==> src/rtl/xy_scan_gen_pkg.sv <==
// Shared encodings for the XY scan generator: scan modes, FSM states and
// default widths.
package xy_scan_pkg;

    localparam int CW_DEF = 16;
    localparam int DW_DEF = 32;

    localparam logic [1:0] MODE_POINT  = 2'd0;
    localparam logic [1:0] MODE_RASTER = 2'd1;
    localparam logic [1:0] MODE_SERP   = 2'd2;

    typedef enum logic [2:0] {
        ST_IDLE   = 3'd0,
        ST_CALC_X = 3'd1,
        ST_CALC_Y = 3'd2,
        ST_EMIT   = 3'd3,
        ST_DWELL  = 3'd4,
        ST_DONE   = 3'd5
    } scan_state_t;

endpackage

==> src/rtl/xy_scan_gen_if.sv <==
// Coordinate stream from the scan generator to the XY2 serializer.
// A point transfers on every clock edge where coord_valid and coord_ready are
// both high; while valid is high and ready is low, x/y are held unchanged.
interface xy_scan_gen_if #(
    parameter int CW = 16
);
    logic [CW-1:0] x_coord;
    logic [CW-1:0] y_coord;
    logic          coord_valid;
    logic          coord_ready;

    modport master (
        output x_coord,
        output y_coord,
        output coord_valid,
        input  coord_ready
    );

    modport slave (
        input  x_coord,
        input  y_coord,
        input  coord_valid,
        output coord_ready
    );
endinterface

==> src/rtl/xy_scan_gen_div.sv <==
// Unsigned restoring divider with a fixed CW-cycle latency; the first
// iteration is taken on the start edge so done appears CW cycles later.
module scan_step_div #(
    parameter int CW = 16
) (
    input  logic          clk,
    input  logic          reset,
    input  logic          start,
    input  logic [CW-1:0] dividend,
    input  logic [CW-1:0] divisor,
    output logic [CW-1:0] quotient,
    output logic          done
);
    localparam int CNTW = $clog2(CW + 1);
    localparam logic [CNTW-1:0] CNT_LAST = CNTW'(CW);

    logic [CW-1:0]   rem_q;
    logic [CW-1:0]   quo_q;
    logic [CW-1:0]   div_q;
    logic [CNTW-1:0] cnt_q;
    logic            run_q;

    logic [CW-1:0] rem_in;
    logic [CW-1:0] quo_in;
    logic [CW-1:0] div_in;
    logic [CW:0]   rem_sh;
    logic [CW:0]   rem_diff;
    logic [CW-1:0] rem_nx;
    logic [CW-1:0] quo_nx;

    always_comb begin
        rem_in   = start ? '0 : rem_q;
        quo_in   = start ? dividend : quo_q;
        div_in   = start ? divisor : div_q;
        rem_sh   = {rem_in, quo_in[CW-1]};
        rem_diff = rem_sh - {1'b0, div_in};
        // A clear sign bit means the trial subtraction fits.
        if (!rem_diff[CW]) begin
            rem_nx = rem_diff[CW-1:0];
            quo_nx = {quo_in[CW-2:0], 1'b1};
        end else begin
            rem_nx = rem_sh[CW-1:0];
            quo_nx = {quo_in[CW-2:0], 1'b0};
        end
    end

    assign done     = run_q && (cnt_q == CNT_LAST);
    assign quotient = (div_q == '0) ? '0 : quo_q;

    always_ff @(posedge clk or posedge reset) begin
        if (reset) begin
            rem_q <= '0;
            quo_q <= '0;
            div_q <= '0;
            cnt_q <= '0;
            run_q <= 1'b0;
        end else if (start) begin
            rem_q <= rem_nx;
            quo_q <= quo_nx;
            div_q <= divisor;
            cnt_q <= CNTW'(1);
            run_q <= 1'b1;
        end else if (run_q && !done) begin
            rem_q <= rem_nx;
            quo_q <= quo_nx;
            cnt_q <= cnt_q + CNTW'(1);
        end else if (done) begin
            run_q <= 1'b0;
        end
    end
endmodule

==> src/rtl/xy_scan_gen.sv <==
// Point/raster/serpentine galvo scan generator with per-point dwell, feeding
// coordinates over a valid/ready stream.
module xy_scan_gen
    import xy_scan_pkg::*;
#(
    parameter int CW = CW_DEF,
    parameter int DW = DW_DEF
) (
    input  logic              clk,
    input  logic              reset,
    input  logic              start,
    input  logic              abort,
    input  logic [1:0]        mode,
    input  logic [CW-1:0]     nx,
    input  logic [CW-1:0]     ny,
    input  logic [CW-1:0]     x_min,
    input  logic [CW-1:0]     x_max,
    input  logic [CW-1:0]     y_min,
    input  logic [CW-1:0]     y_max,
    input  logic [DW-1:0]     dwell,
    xy_scan_gen_if.master     coord,
    output logic              busy,
    output logic              done,
    output logic              aborted,
    output logic              cfg_err,
    output scan_state_t       state_dbg
);
    scan_state_t state_q, state_d;

    logic          serp_q;
    logic [CW-1:0] nx_q, ny_q;
    logic [CW-1:0] x_lo_q, x_hi_q, y_lo_q, y_hi_q;
    logic [DW-1:0] dwell_q, dwell_cnt_q;
    logic [CW-1:0] step_x_q, step_y_q;
    logic [CW:0]   x_acc_q, y_acc_q;
    logic [CW-1:0] x_idx_q, y_idx_q;
    logic          x_desc_q;
    logic          aborted_q;
    logic          cfg_err_q;

    logic          point_in, x_inv_in, y_inv_in;
    logic [CW-1:0] nx_eff_in, ny_eff_in, x_hi_in, y_hi_in;
    logic          div_start, div_done;
    logic [CW-1:0] div_dividend, div_divisor, div_quo;
    logic          go_abort, hs, row_end, last_pt, dwell_end;

    // Degenerate axes (point mode, n=0, inverted bounds) collapse to one
    // point at min, so the span and the divisor both become zero.
    always_comb begin
        point_in  = (mode != MODE_RASTER) && (mode != MODE_SERP);
        x_inv_in  = x_max < x_min;
        y_inv_in  = y_max < y_min;
        nx_eff_in = (point_in || x_inv_in || nx == '0) ? CW'(1) : nx;
        ny_eff_in = (point_in || y_inv_in || ny == '0) ? CW'(1) : ny;
        x_hi_in   = (nx_eff_in == CW'(1)) ? x_min : x_max;
        y_hi_in   = (ny_eff_in == CW'(1)) ? y_min : y_max;
    end

    always_comb begin
        if (state_q == ST_IDLE) begin
            div_dividend = x_hi_in - x_min;
            div_divisor  = nx_eff_in - CW'(1);
        end else begin
            div_dividend = y_hi_q - y_lo_q;
            div_divisor  = ny_q - CW'(1);
        end
    end

    scan_step_div #(.CW(CW)) u_div (
        .clk      (clk),
        .reset    (reset),
        .start    (div_start),
        .dividend (div_dividend),
        .divisor  (div_divisor),
        .quotient (div_quo),
        .done     (div_done)
    );

    assign go_abort  = abort && (state_q inside {ST_CALC_X, ST_CALC_Y, ST_EMIT, ST_DWELL});
    assign hs        = (state_q == ST_EMIT) && coord.coord_ready && !abort;
    assign row_end   = x_desc_q ? (x_idx_q == '0) : (x_idx_q == nx_q - CW'(1));
    assign last_pt   = row_end && (y_idx_q == ny_q - CW'(1));
    assign dwell_end = (dwell_cnt_q == dwell_q - DW'(1));

    always_ff @(posedge clk or posedge reset) begin
        if (reset) state_q <= ST_IDLE;
        else       state_q <= state_d;
    end

    always_comb begin
        state_d   = state_q;
        div_start = 1'b0;
        case (state_q)
            ST_IDLE: begin
                if (start) begin
                    state_d   = ST_CALC_X;
                    div_start = 1'b1;
                end
            end
            ST_CALC_X: begin
                if (abort) begin
                    state_d = ST_DONE;
                end else if (div_done) begin
                    state_d   = ST_CALC_Y;
                    div_start = 1'b1;
                end
            end
            ST_CALC_Y: begin
                if (abort)         state_d = ST_DONE;
                else if (div_done) state_d = ST_EMIT;
            end
            ST_EMIT: begin
                if (abort) begin
                    state_d = ST_DONE;
                end else if (coord.coord_ready) begin
                    if (last_pt)            state_d = ST_DONE;
                    else if (dwell_q == '0) state_d = ST_EMIT;
                    else                    state_d = ST_DWELL;
                end
            end
            ST_DWELL: begin
                if (abort)          state_d = ST_DONE;
                else if (dwell_end) state_d = ST_EMIT;
            end
            ST_DONE: state_d = ST_IDLE;
            default: state_d = ST_IDLE;
        endcase
    end

    always_ff @(posedge clk or posedge reset) begin
        if (reset) begin
            serp_q      <= 1'b0;
            nx_q        <= '0;
            ny_q        <= '0;
            x_lo_q      <= '0;
            x_hi_q      <= '0;
            y_lo_q      <= '0;
            y_hi_q      <= '0;
            dwell_q     <= '0;
            dwell_cnt_q <= '0;
            step_x_q    <= '0;
            step_y_q    <= '0;
            x_acc_q     <= '0;
            y_acc_q     <= '0;
            x_idx_q     <= '0;
            y_idx_q     <= '0;
            x_desc_q    <= 1'b0;
            aborted_q   <= 1'b0;
            cfg_err_q   <= 1'b0;
        end else begin
            if (state_q == ST_IDLE && start) begin
                serp_q    <= (mode == MODE_SERP);
                nx_q      <= nx_eff_in;
                ny_q      <= ny_eff_in;
                x_lo_q    <= x_min;
                x_hi_q    <= x_hi_in;
                y_lo_q    <= y_min;
                y_hi_q    <= y_hi_in;
                dwell_q   <= dwell;
                x_acc_q   <= {1'b0, x_min};
                y_acc_q   <= {1'b0, y_min};
                x_idx_q   <= '0;
                y_idx_q   <= '0;
                x_desc_q  <= 1'b0;
                cfg_err_q <= x_inv_in || y_inv_in;
            end
            if (state_q == ST_CALC_X && div_done) step_x_q <= div_quo;
            if (state_q == ST_CALC_Y && div_done) step_y_q <= div_quo;
            if (hs && !last_pt) begin
                if (row_end) begin
                    // Serpentine turns keep x in place and only reverse direction.
                    y_idx_q <= y_idx_q + CW'(1);
                    y_acc_q <= y_acc_q + {1'b0, step_y_q};
                    if (serp_q) begin
                        x_desc_q <= ~x_desc_q;
                    end else begin
                        x_idx_q <= '0;
                        x_acc_q <= {1'b0, x_lo_q};
                    end
                end else if (x_desc_q) begin
                    x_idx_q <= x_idx_q - CW'(1);
                    x_acc_q <= x_acc_q - {1'b0, step_x_q};
                end else begin
                    x_idx_q <= x_idx_q + CW'(1);
                    x_acc_q <= x_acc_q + {1'b0, step_x_q};
                end
            end
            if (state_q == ST_DWELL) dwell_cnt_q <= dwell_cnt_q + DW'(1);
            else                     dwell_cnt_q <= '0;
            aborted_q <= go_abort;
        end
    end

    // The last index of each axis is pinned to the bound so truncated steps
    // never leave the final point short or past the window.
    assign coord.x_coord     = (x_idx_q == nx_q - CW'(1) || x_acc_q[CW]) ? x_hi_q : x_acc_q[CW-1:0];
    assign coord.y_coord     = (y_idx_q == ny_q - CW'(1) || y_acc_q[CW]) ? y_hi_q : y_acc_q[CW-1:0];
    assign coord.coord_valid = (state_q == ST_EMIT);

    assign busy      = (state_q != ST_IDLE) && (state_q != ST_DONE);
    assign done      = (state_q == ST_DONE);
    assign aborted   = aborted_q;
    assign cfg_err   = cfg_err_q;
    assign state_dbg = state_q;
endmodule

==> src/flat_wrapper.sv <==
// flat-port wrapper written by rule: the top's interface ports become plain ports
module xy_scan_gen_flat import xy_scan_pkg::*;
#(
    parameter int CW = CW_DEF,
    parameter int DW = DW_DEF
)
  (clk, reset, start, abort, mode, nx, ny, x_min, x_max, y_min, y_max, dwell, busy, done, aborted, cfg_err, state_dbg, coord_x_coord, coord_y_coord, coord_coord_valid, coord_coord_ready);
  xy_scan_gen_if #(.CW(CW)) coord_i ();
  input  logic clk;
  input  logic reset;
  input  logic start;
  input  logic abort;
  input  logic [1:0] mode;
  input  logic [CW-1:0] nx;
  input  logic [CW-1:0] ny;
  input  logic [CW-1:0] x_min;
  input  logic [CW-1:0] x_max;
  input  logic [CW-1:0] y_min;
  input  logic [CW-1:0] y_max;
  input  logic [DW-1:0] dwell;
  output logic busy;
  output logic done;
  output logic aborted;
  output logic cfg_err;
  output scan_state_t state_dbg;
  output wire logic [$bits(coord_i.x_coord)-1:0] coord_x_coord;
  output wire logic [$bits(coord_i.y_coord)-1:0] coord_y_coord;
  output wire logic [$bits(coord_i.coord_valid)-1:0] coord_coord_valid;
  input wire logic [$bits(coord_i.coord_ready)-1:0] coord_coord_ready;
  assign coord_x_coord = coord_i.x_coord;
  assign coord_y_coord = coord_i.y_coord;
  assign coord_coord_valid = coord_i.coord_valid;
  assign coord_i.coord_ready = coord_coord_ready;
  xy_scan_gen #(.CW(CW), .DW(DW)) u_core (.clk(clk), .reset(reset), .start(start), .abort(abort), .mode(mode), .nx(nx), .ny(ny), .x_min(x_min), .x_max(x_max), .y_min(y_min), .y_max(y_max), .dwell(dwell), .coord(coord_i), .busy(busy), .done(done), .aborted(aborted), .cfg_err(cfg_err), .state_dbg(state_dbg));
endmodule
==> config.mk <==
export PLATFORM = sky130hd
export DESIGN_NAME = xy_scan_gen_flat
export DESIGN_NICKNAME = d
export VERILOG_FILES = /design/src/rtl/xy_scan_gen_pkg.sv /design/src/rtl/xy_scan_gen_if.sv /design/src/rtl/xy_scan_gen_div.sv /design/src/rtl/xy_scan_gen.sv /design/src/flat_wrapper.sv
export SDC_FILE = /design/constraint.sdc
export NUM_CORES = 1
export LEC_CHECK = 0
export CORE_ASPECT_RATIO = 1.1
export CORE_UTILIZATION = 60
export CTS_BUF_LIST = sky130_fd_sc_hd__clkbuf_2 sky130_fd_sc_hd__clkbuf_4 sky130_fd_sc_hd__clkbuf_8
export CTS_CLUSTER_SIZE = 30
export DETAILED_ROUTE_END_ITERATION = 10
export GPL_TIMING_DRIVEN = 0
export PLACE_DENSITY = 0.82
export SYNTH_ARGS = -nofsm -noshare
export SYNTH_HDL_FRONTEND = slang
export SYNTH_SLANG_ARGS = --single-unit
==> constraint.sdc <==
create_clock -name clk -period 13.1 [get_ports clk]
set_clock_uncertainty 0.15 [all_clocks]
set_input_delay 2.62 -clock clk [delete_from_list [all_inputs] [get_ports clk]]
set_output_delay 2.62 -clock clk [all_outputs]
set_load 0.02 [all_outputs]
==> summary by stage, run 1 <==
Global routing
The residual overflow from global routing is 0. The overall routing resource usage is 0.3908. The number of antenna violations at the first check in global routing is 1. Entering global routing, the biggest net connects 126 pins. The first-pass GRT wire length is 113500 um.

The via count of the first global-routing pass is 21550.

Floorplanning
The total area inside the core boundary comes to 36440 um2. The die width is 186.0 um. The count of pins on the block boundary is 175. The die covers 38020 um2. The die height is 204.4 um. The initialized floorplan defines 73 standard-cell rows. The starting density of the core is 0.6132.

Yosys
Sorting the synthesized cells by area gives the leading types as dfrtp_1, nand2_1, ha_1, xnor2_1, nor2_1. In this run, synthesis inferred 0 flip-flops with an integrated enable. The number of library cell types mapped by synthesis is 91. The biggest area contributor in the post-synthesis netlist is dfrtp_1. Yosys printed 0 warnings. The share of flip-flops with an asynchronous set or reset after synthesis is 1.000. The synthesized netlist cell count is 2665.

The share of the synthesized area in the top cell type is 0.3572. The area of the mapped netlist is 22350 um2. The flip-flop and latch count after synthesis is 319. The share of synthesized area occupied by flip-flops and latches is 0.3572. The synthesized area per cell is 8.386 um2. The primary flip-flop cell chosen by synthesis mapping is dfrtp_1. The net count after synthesis is 2939.

Routing
The detailed router put a total of 27460 um of wire on met1. The final routed wirelength across all metal layers is 73730 um. In the routed design, unresolved DRC markers number 0. The met2 routed wirelength is 34940 um. The routed layout has 21640 vias. The mean number of vias per cell is 6.323. The violation count after the first detailed-route iteration is 1698. After detailed routing, the average wire length per cell comes to 21.55 um.

The pre-antenna-repair detailed-routing pass consisted of 5 iterations. Signal routing reaches up to met4. After detailed routing, the met3 layer carries 6259 um of wire. The number of nets with antenna violations after routing is 0.

Critical path
The arrival time at the worst endpoint is 12720 ps. For flop-to-flop paths, the worst setup slack is 5750 ps. The number of cells on the worst reg-to-reg path is 22. The endpoint identified for the worst register-to-register timing path is u_core.u_div.rem_q[2]. The critical path is of the input pin to register type. The end point of the critical path is u_core.u_div.rem_q[2]. The startpoint of the lowest-slack register-to-register path is u_core.u_div.cnt_q[0]. The largest fanout of any net on the critical path is 10. The largest single stage delay on the critical path is 660 ps. The category of the worst setup path capture point is a register.

The critical path contains buffers and inverters numbering 7 combined. The startpoint type of the worst setup path is an input pin. The kind of cell adding the most delay to the critical path is compound AO/OA/AOI/OAI gates.

For the worst setup path, the data required time is 13510 ps. The cell at the slowest stage of the critical path is clkdlybuf4s50_1. The critical path starts at x_min[1]. The total stage count of the critical path is 37.

CTS
TritonCTS built the clock tree. For this design, the sink count on the clock tree is 319. Buffers inserted to repair hold after CTS numbered 0. The clock insertion delay at the later pin of the skew report is 660 ps. The number of buffers created by CTS is 53.

The tree is rooted in a clkbuf_8. The maximum buffer depth of the clock tree is 3. The post-cts sizing count is 0. The clock-pin slew on the worst setup and hold paths is 60 ps. The number of buffers inserted to repair setup after CTS is 0. The H-tree was split into 2 levels.

Cells and area
The area taken by flip-flops and latches is 7983 um2. Fill cells in the final layout number 2901. The area growth from synthesis to layout is 15.98%. The area of combinational cells with multiple inputs is 13450 um2. In the final layout, the share of cells above drive strength 1 is 0.06376. After the last flow step, the layout net total stands at 3171. For this run, the share of the core covered by cells in the final layout is 0.7112.

Placement
The total of buffers placed on input and output ports is 174. The congestion estimate from routability-driven global placement came to 0.9854. The placed wire-length estimate is 56750 um.

Power and ir drop
The maximum vdd ir drop is 0.1887 mV. The analysis attributes to cell leakage a power of 11.70 nW. The power density normalized to cell area is 272.8 nW/um2.

STA
Derived from the worst setup path, the maximum achievable clock frequency is 81.23 MHz. The post-route fraction of the period consumed by the critical path is 0.9397. The final setup violation count is 0. The normalized max-slew margin is 0.2485. The measured slew at the worst slew-check pin is 1099 ps. Across all hold checks on the routed design, the worst slack comes to 325.7 ps. Setup repair after global routing left no endpoint under its margin. For the finished layout, the period the worst path requires is 12310 ps.

The number of failing hold endpoints at the final stage is 0. The final max-slew violation count was 0.

Run status
The run finished with clean final reports.

Hold path
Counting instances, the worst hold path has a depth of 2. The class of the tightest hold or removal check is register to register.

Job
The number of maximum-capacitance violations is 0.
## cells in the mapped netlist, drive strengths merged, types with 25 or more instances
cell type  count
nand3        125
xnor2        121
or3           27
nand2        484
o21ai        155
nor2         201
o211ai        27
inv          122
nor3          61
nor4          36
nand2b        29
a31oi         28
clkbuf        94
ha           133
dfrtp        319
and3          32
xor2          76
a21oi        104
mux2          50
nand4         35
and2          25
## placed cells by master (no fill, tap or decap), types with 11 or more instances in the layout
cell | Yosys | final
a32o_1 | 15 | 15
nor4_1 | 33 | 32
nand4_1 | 35 | 35
and3_1 | 32 | 32
or3_1 | 27 | 27
nand3_1 | 125 | 125
xor2_1 | 76 | 76
clkdlybuf4s50_1 | 0 | 174
a211oi_1 | 20 | 20
a21o_1 | 18 | 18
nor2_1 | 201 | 201
o211ai_1 | 27 | 27
mux2_2 | 48 | 48
a22o_1 | 19 | 19
mux2i_1 | 24 | 24
dfrtp_1 | 319 | 319
clkbuf_1 | 93 | 92
clkbuf_4 | 1 | 17
and2_1 | 25 | 25
nand2_1 | 482 | 482
a31oi_1 | 28 | 28
o22ai_1 | 14 | 14
nand2b_1 | 29 | 29
inv_1 | 122 | 121
xnor2_1 | 121 | 121
o21a_1 | 22 | 22
nor2b_1 | 17 | 17
clkbuf_8 | 0 | 65
nor3_1 | 60 | 60
a211o_1 | 11 | 11
a21oi_1 | 101 | 101
ha_1 | 133 | 133
a22oi_1 | 19 | 19
o21ai_0 | 147 | 147
## per-stage QoR
step	instance area [um2]	setup slack (ps)	std cells	power (W)	TNS, ps
final	25920	789.5	3422	0.007071	0
after global routing	25910	165.5	3420	0.007526	0
after CTS	25900	477.1	3420	0.006957	0
after detailed placement	24780	-189.8	3329	0.005979	-1225
after global placement	24700	-2453	3326	0.005834	-770020
after floorplan	22350	1502	2665	0.004702	0
## worst min-delay path by stage
stage	startpoint	endpoint
after floorplan	u_core.x_hi_q[11]	u_core.x_hi_q[11]
after global placement	u_core.x_hi_q[14]	u_core.x_hi_q[14]
after detailed placement	u_core.x_lo_q[2]	u_core.x_lo_q[2]
after CTS	u_core.x_lo_q[2]	u_core.x_lo_q[2]
after global routing	u_core.x_hi_q[9]	u_core.x_hi_q[9]
final	u_core.x_hi_q[3]	u_core.x_hi_q[3]
## registers in the layout, summed over array words and instances (netlist names), 17 cells and up
| register | flops |
|---|---|
| u_core.dwell_q | 32 |
| u_core.dwell_cnt_q | 32 |
| u_core.x_acc_q | 17 |
| u_core.y_acc_q | 17 |
## metal layers
metal	vias up	GRT usage
li1	9958	-
met3	302	0.07306
met4	0	0.2602
met5	-	0
met1	10290	0.4513
met2	1088	0.6576
## cells by family (layout without fill, tap and decap cells)
family / after synthesis / count (layout) / share of synthesized area
buffers and inverters: 239 / 507 / 0.04205
other: 0 / 2 / 0
muxes: 74 / 74 / 0.03594
adders and majority gates: 139 / 139 / 0.07984
DFF: 319 / 319 / 0.3572
xor gates and xnor gates: 200 / 200 / 0.08029
and+or+nand+nor: 1141 / 1141 / 0.2397
AOI/OAI and AO/OA: 553 / 553 / 0.1649
## power breakdown
group          total [W]  internal, W  switching (W)
clock           0.000953     0.000529       0.000424
sequential       0.00168      0.00134       0.000334
combinational    0.00444      0.00182        0.00262
## cell type report
class / count / area share
inverter: 122 / 0.01796
clock buffer: 81 / 0.03915
buffer: 117 / 0.01863
clock inverter: 10 / 0.003958
timing repair buffer: 177 / 0.06961
multi-input combinational: 2107 / 0.5190
sequential: 319 / 0.3080
antenna: 2 / 0.0001931
tap: 487 / 0.02351
## worst min-delay path, cell delays in order (launching register included)
cell     delay [ps]
dfrtp_1         340
nand2_1          50
nand2_1          50
Power figures use the tool's default switching activity.
==> run 2: changes to the inputs <==
SETUP_SLACK_MARGIN = 0.5   (was default)
SKIP_CTS_REPAIR_TIMING = 1   (was default)
==> run 2 against run 1 <==
  * Routed wire length hardly changed
  * Total power is 0.11% higher
  * Via count is 0.16% lower
  * Sequential cell count stayed put
  * Combinational power hardly changed
  * Worst hold slack better by 3.0 ps
  * Sequential power hardly changed
  * Fmax is 2.3% higher
  * Critical path depth is 1 higher
  * Critical endpoint unchanged
  * Global-route usage stayed put
==> summary by stage, run 2 (synthesized netlist as in run 1, its figures left out) <==
Run status
The flow ran to the end, and the final reports show no timing, DRC or antenna violations.

STA
The number of failing hold endpoints at the final stage came to 0 (unchanged). Setup repair after global routing left no endpoint under its margin. The shortest period the worst path allows is 12040 ps (-275.2 ps). The maximum achievable frequency was 83.09 MHz (+2.3%).

The sum of negative setup slack came to 0 ps (unchanged). The post-route fraction of the period consumed by the critical path came to 0.9187 (-0.02101). The smallest hold slack is 328.8 ps (+3.007 ps).

The measured slew at the worst slew-check pin is 1071 ps (-27.55 ps). The final setup violation count is 0 (unchanged). The final max-slew violation count is 0 (unchanged).

The normalized max-slew margin is 0.2673 (+0.01884).

Floorplanning
The starting density of the core is 0.6132 (unchanged). The count of pins on the block boundary is 175 (unchanged). The die height was 204.4 um (unchanged).

The die width was 186.0 um (unchanged). The total die area is 38020 um2 (unchanged). The cell row count was 73 (unchanged). The total core area is 36440 um2 (unchanged).

Placement
The total of buffers placed on input and output ports was 174 (unchanged). The placed wire-length estimate is 56750 um (unchanged). The weighted congestion at the end of routability-driven global placement is 0.9854 (unchanged).

Critical path
The category of the worst setup path capture point is a register. The number of cells traversed by the worst register-to-register path is 22 (unchanged). The critical path data required time is 13510 ps (about the same).

The largest fanout of any net on the critical path is 10 (unchanged). The startpoint type of the worst setup path is an input pin. The arrival time at the worst endpoint is 12450 ps (-270 ps).

The cell at the slowest stage of the critical path is o31ai_4. The worst-case register-to-register setup slack came to 5970 ps (+220 ps). The delay contributed by the slowest stage of the critical path is 590 ps (-70 ps).

The critical path is of the input pin to register type.

CTS
The clock insertion delay at the later pin of the skew report is 660 ps (about the same). The number of buffers created by CTS is 53 (unchanged). The maximum buffer depth of the clock tree is 3 (unchanged). The total number of H-tree levels is 2 (unchanged).

TritonCTS built the clock tree. The clock-pin slew on the worst setup and hold paths came to 60 ps (about the same). The clock sink total was 319 (unchanged). The cell at the root of the clock tree is clkbuf_8.

Hold path
The number of cells on the worst hold path is 2 (unchanged). The class of the tightest hold or removal check is register to register.

Routing
The mean number of vias per cell is 6.315 (-0.13%). The number of nets with antenna violations after routing was 0 (unchanged). The detail-routed net length per standard cell was 21.57 um (about the same).

The number of DRC violations after detailed routing came to 0 (unchanged). The total via count after detailed routing is 21610 (-0.16%). The number of optimization iterations in the first detailed-route pass was 6 (+1).

The final routed wirelength across all metal layers is 73780 um (about the same). The violation count after the first detailed-route iteration is 1810 (+6.6%).

Cells and area
The largest registers in the layout are u_core.dwell_cnt_q: 32 flops, u_core.dwell_q: 32 flops. The number of fill cells came to 2902 (+0.034%). In the layout the commonest cells are nand2_1, dfrtp_1, nor2_1. The area growth from synthesis to layout is 15.98% (about the same). The final net count is 3171 (unchanged). The leading cell type in the layout, fill and taps excluded is nand2_1. The fraction of final layout cells sized beyond drive strength 1 was 0.06410 (+0.0003409).

Job
The number of maximum-capacitance violations is 0 (unchanged).

Global routing
The number of antenna violations at the first check in global routing came to 1 (unchanged). The largest net degree at the start of global routing is 126 (unchanged). The via count of the first global-routing pass is 21550 (unchanged). The residual overflow from global routing was 0 (unchanged). The overall routing resource usage was 0.3908 (unchanged). The first-pass GRT wire length was 113500 um (unchanged).

Power and ir drop
The maximum vdd ir drop is 0.1888 mV (about the same). The post-route total power came to 0.007078 W (+0.11%). The power density normalized to cell area is 273.1 nW/um2 (+0.11%). The leakage power came to 11.70 nW (about the same).
[run 2: where the power goes]
part / leakage [nW] / switching, W / internal, W / total (W)
clock network: 0.597 / 0.000426 / 0.000529 / 0.000955
registers: 4.14 / 0.000333 / 0.00134 / 0.00167
logic: 6.97 / 0.00262 / 0.00183 / 0.00445
[run 2: worst paths after layout]
kind                                       start                    end
max                                     x_min[5]  u_core.u_div.rem_q[2]
min                             u_core.x_lo_q[2]       u_core.x_lo_q[2]
max reg2reg                u_core.u_div.cnt_q[0]  u_core.u_div.rem_q[2]
min reg2reg                     u_core.x_lo_q[2]       u_core.x_lo_q[2]
max in group asynchronous                  reset         u_core.ny_q[9]
min in group asynchronous                  reset      u_core.dwell_q[9]
[run 2: cell type report]
cell class / count / area, um2 / area share
tap: 487 / 609.3 / 0.02351
clock buffer: 81 / 1015 / 0.03915
timing repair buffer: 177 / 1804 / 0.06961
inverter: 122 / 465.4 / 0.01796
multi-input combinational: 2107 / 13450 / 0.5190
buffer: 117 / 484.2 / 0.01868
antenna: 1 / 2.502 / 0.00009655
clock inverter: 10 / 102.6 / 0.003958
sequential: 319 / 7983 / 0.3080
[run 2: routing by layer]
metal,GRT usage,wire length (um),up-vias
met5,0,0,-
met4,0.2602,5087,0
met3,0.07306,6250,309
met2,0.6576,34810,1081
met1,0.4513,27630,10270
li1,-,-,9941
[run 2: worst max-delay path, delay by kind of cell]
kind,cells,cell delay (ps)
multiplexers,1,410
AO/OA/AOI/OAI,18,5090
AND/OR/NAND/NOR,5,850
adder cells (fa/ha/maj),5,1410
buffers and inverters,7,1550
XOR/XNOR,2,490
[run 2: stage by stage]
step | worst slack (ps) | std cells | util | cell area (um2)
global route | 530.8 | 3420 | 0.7111 | 25920
detailed placement | -189.8 | 3329 | 0.6800 | 24780
global placement | -2453 | 3326 | 0.6777 | 24700
floorplan | 1502 | 2665 | - | 22350
finish | 1065 | 3421 | 0.7112 | 25920
CTS | 477.1 | 3420 | 0.7106 | 25900
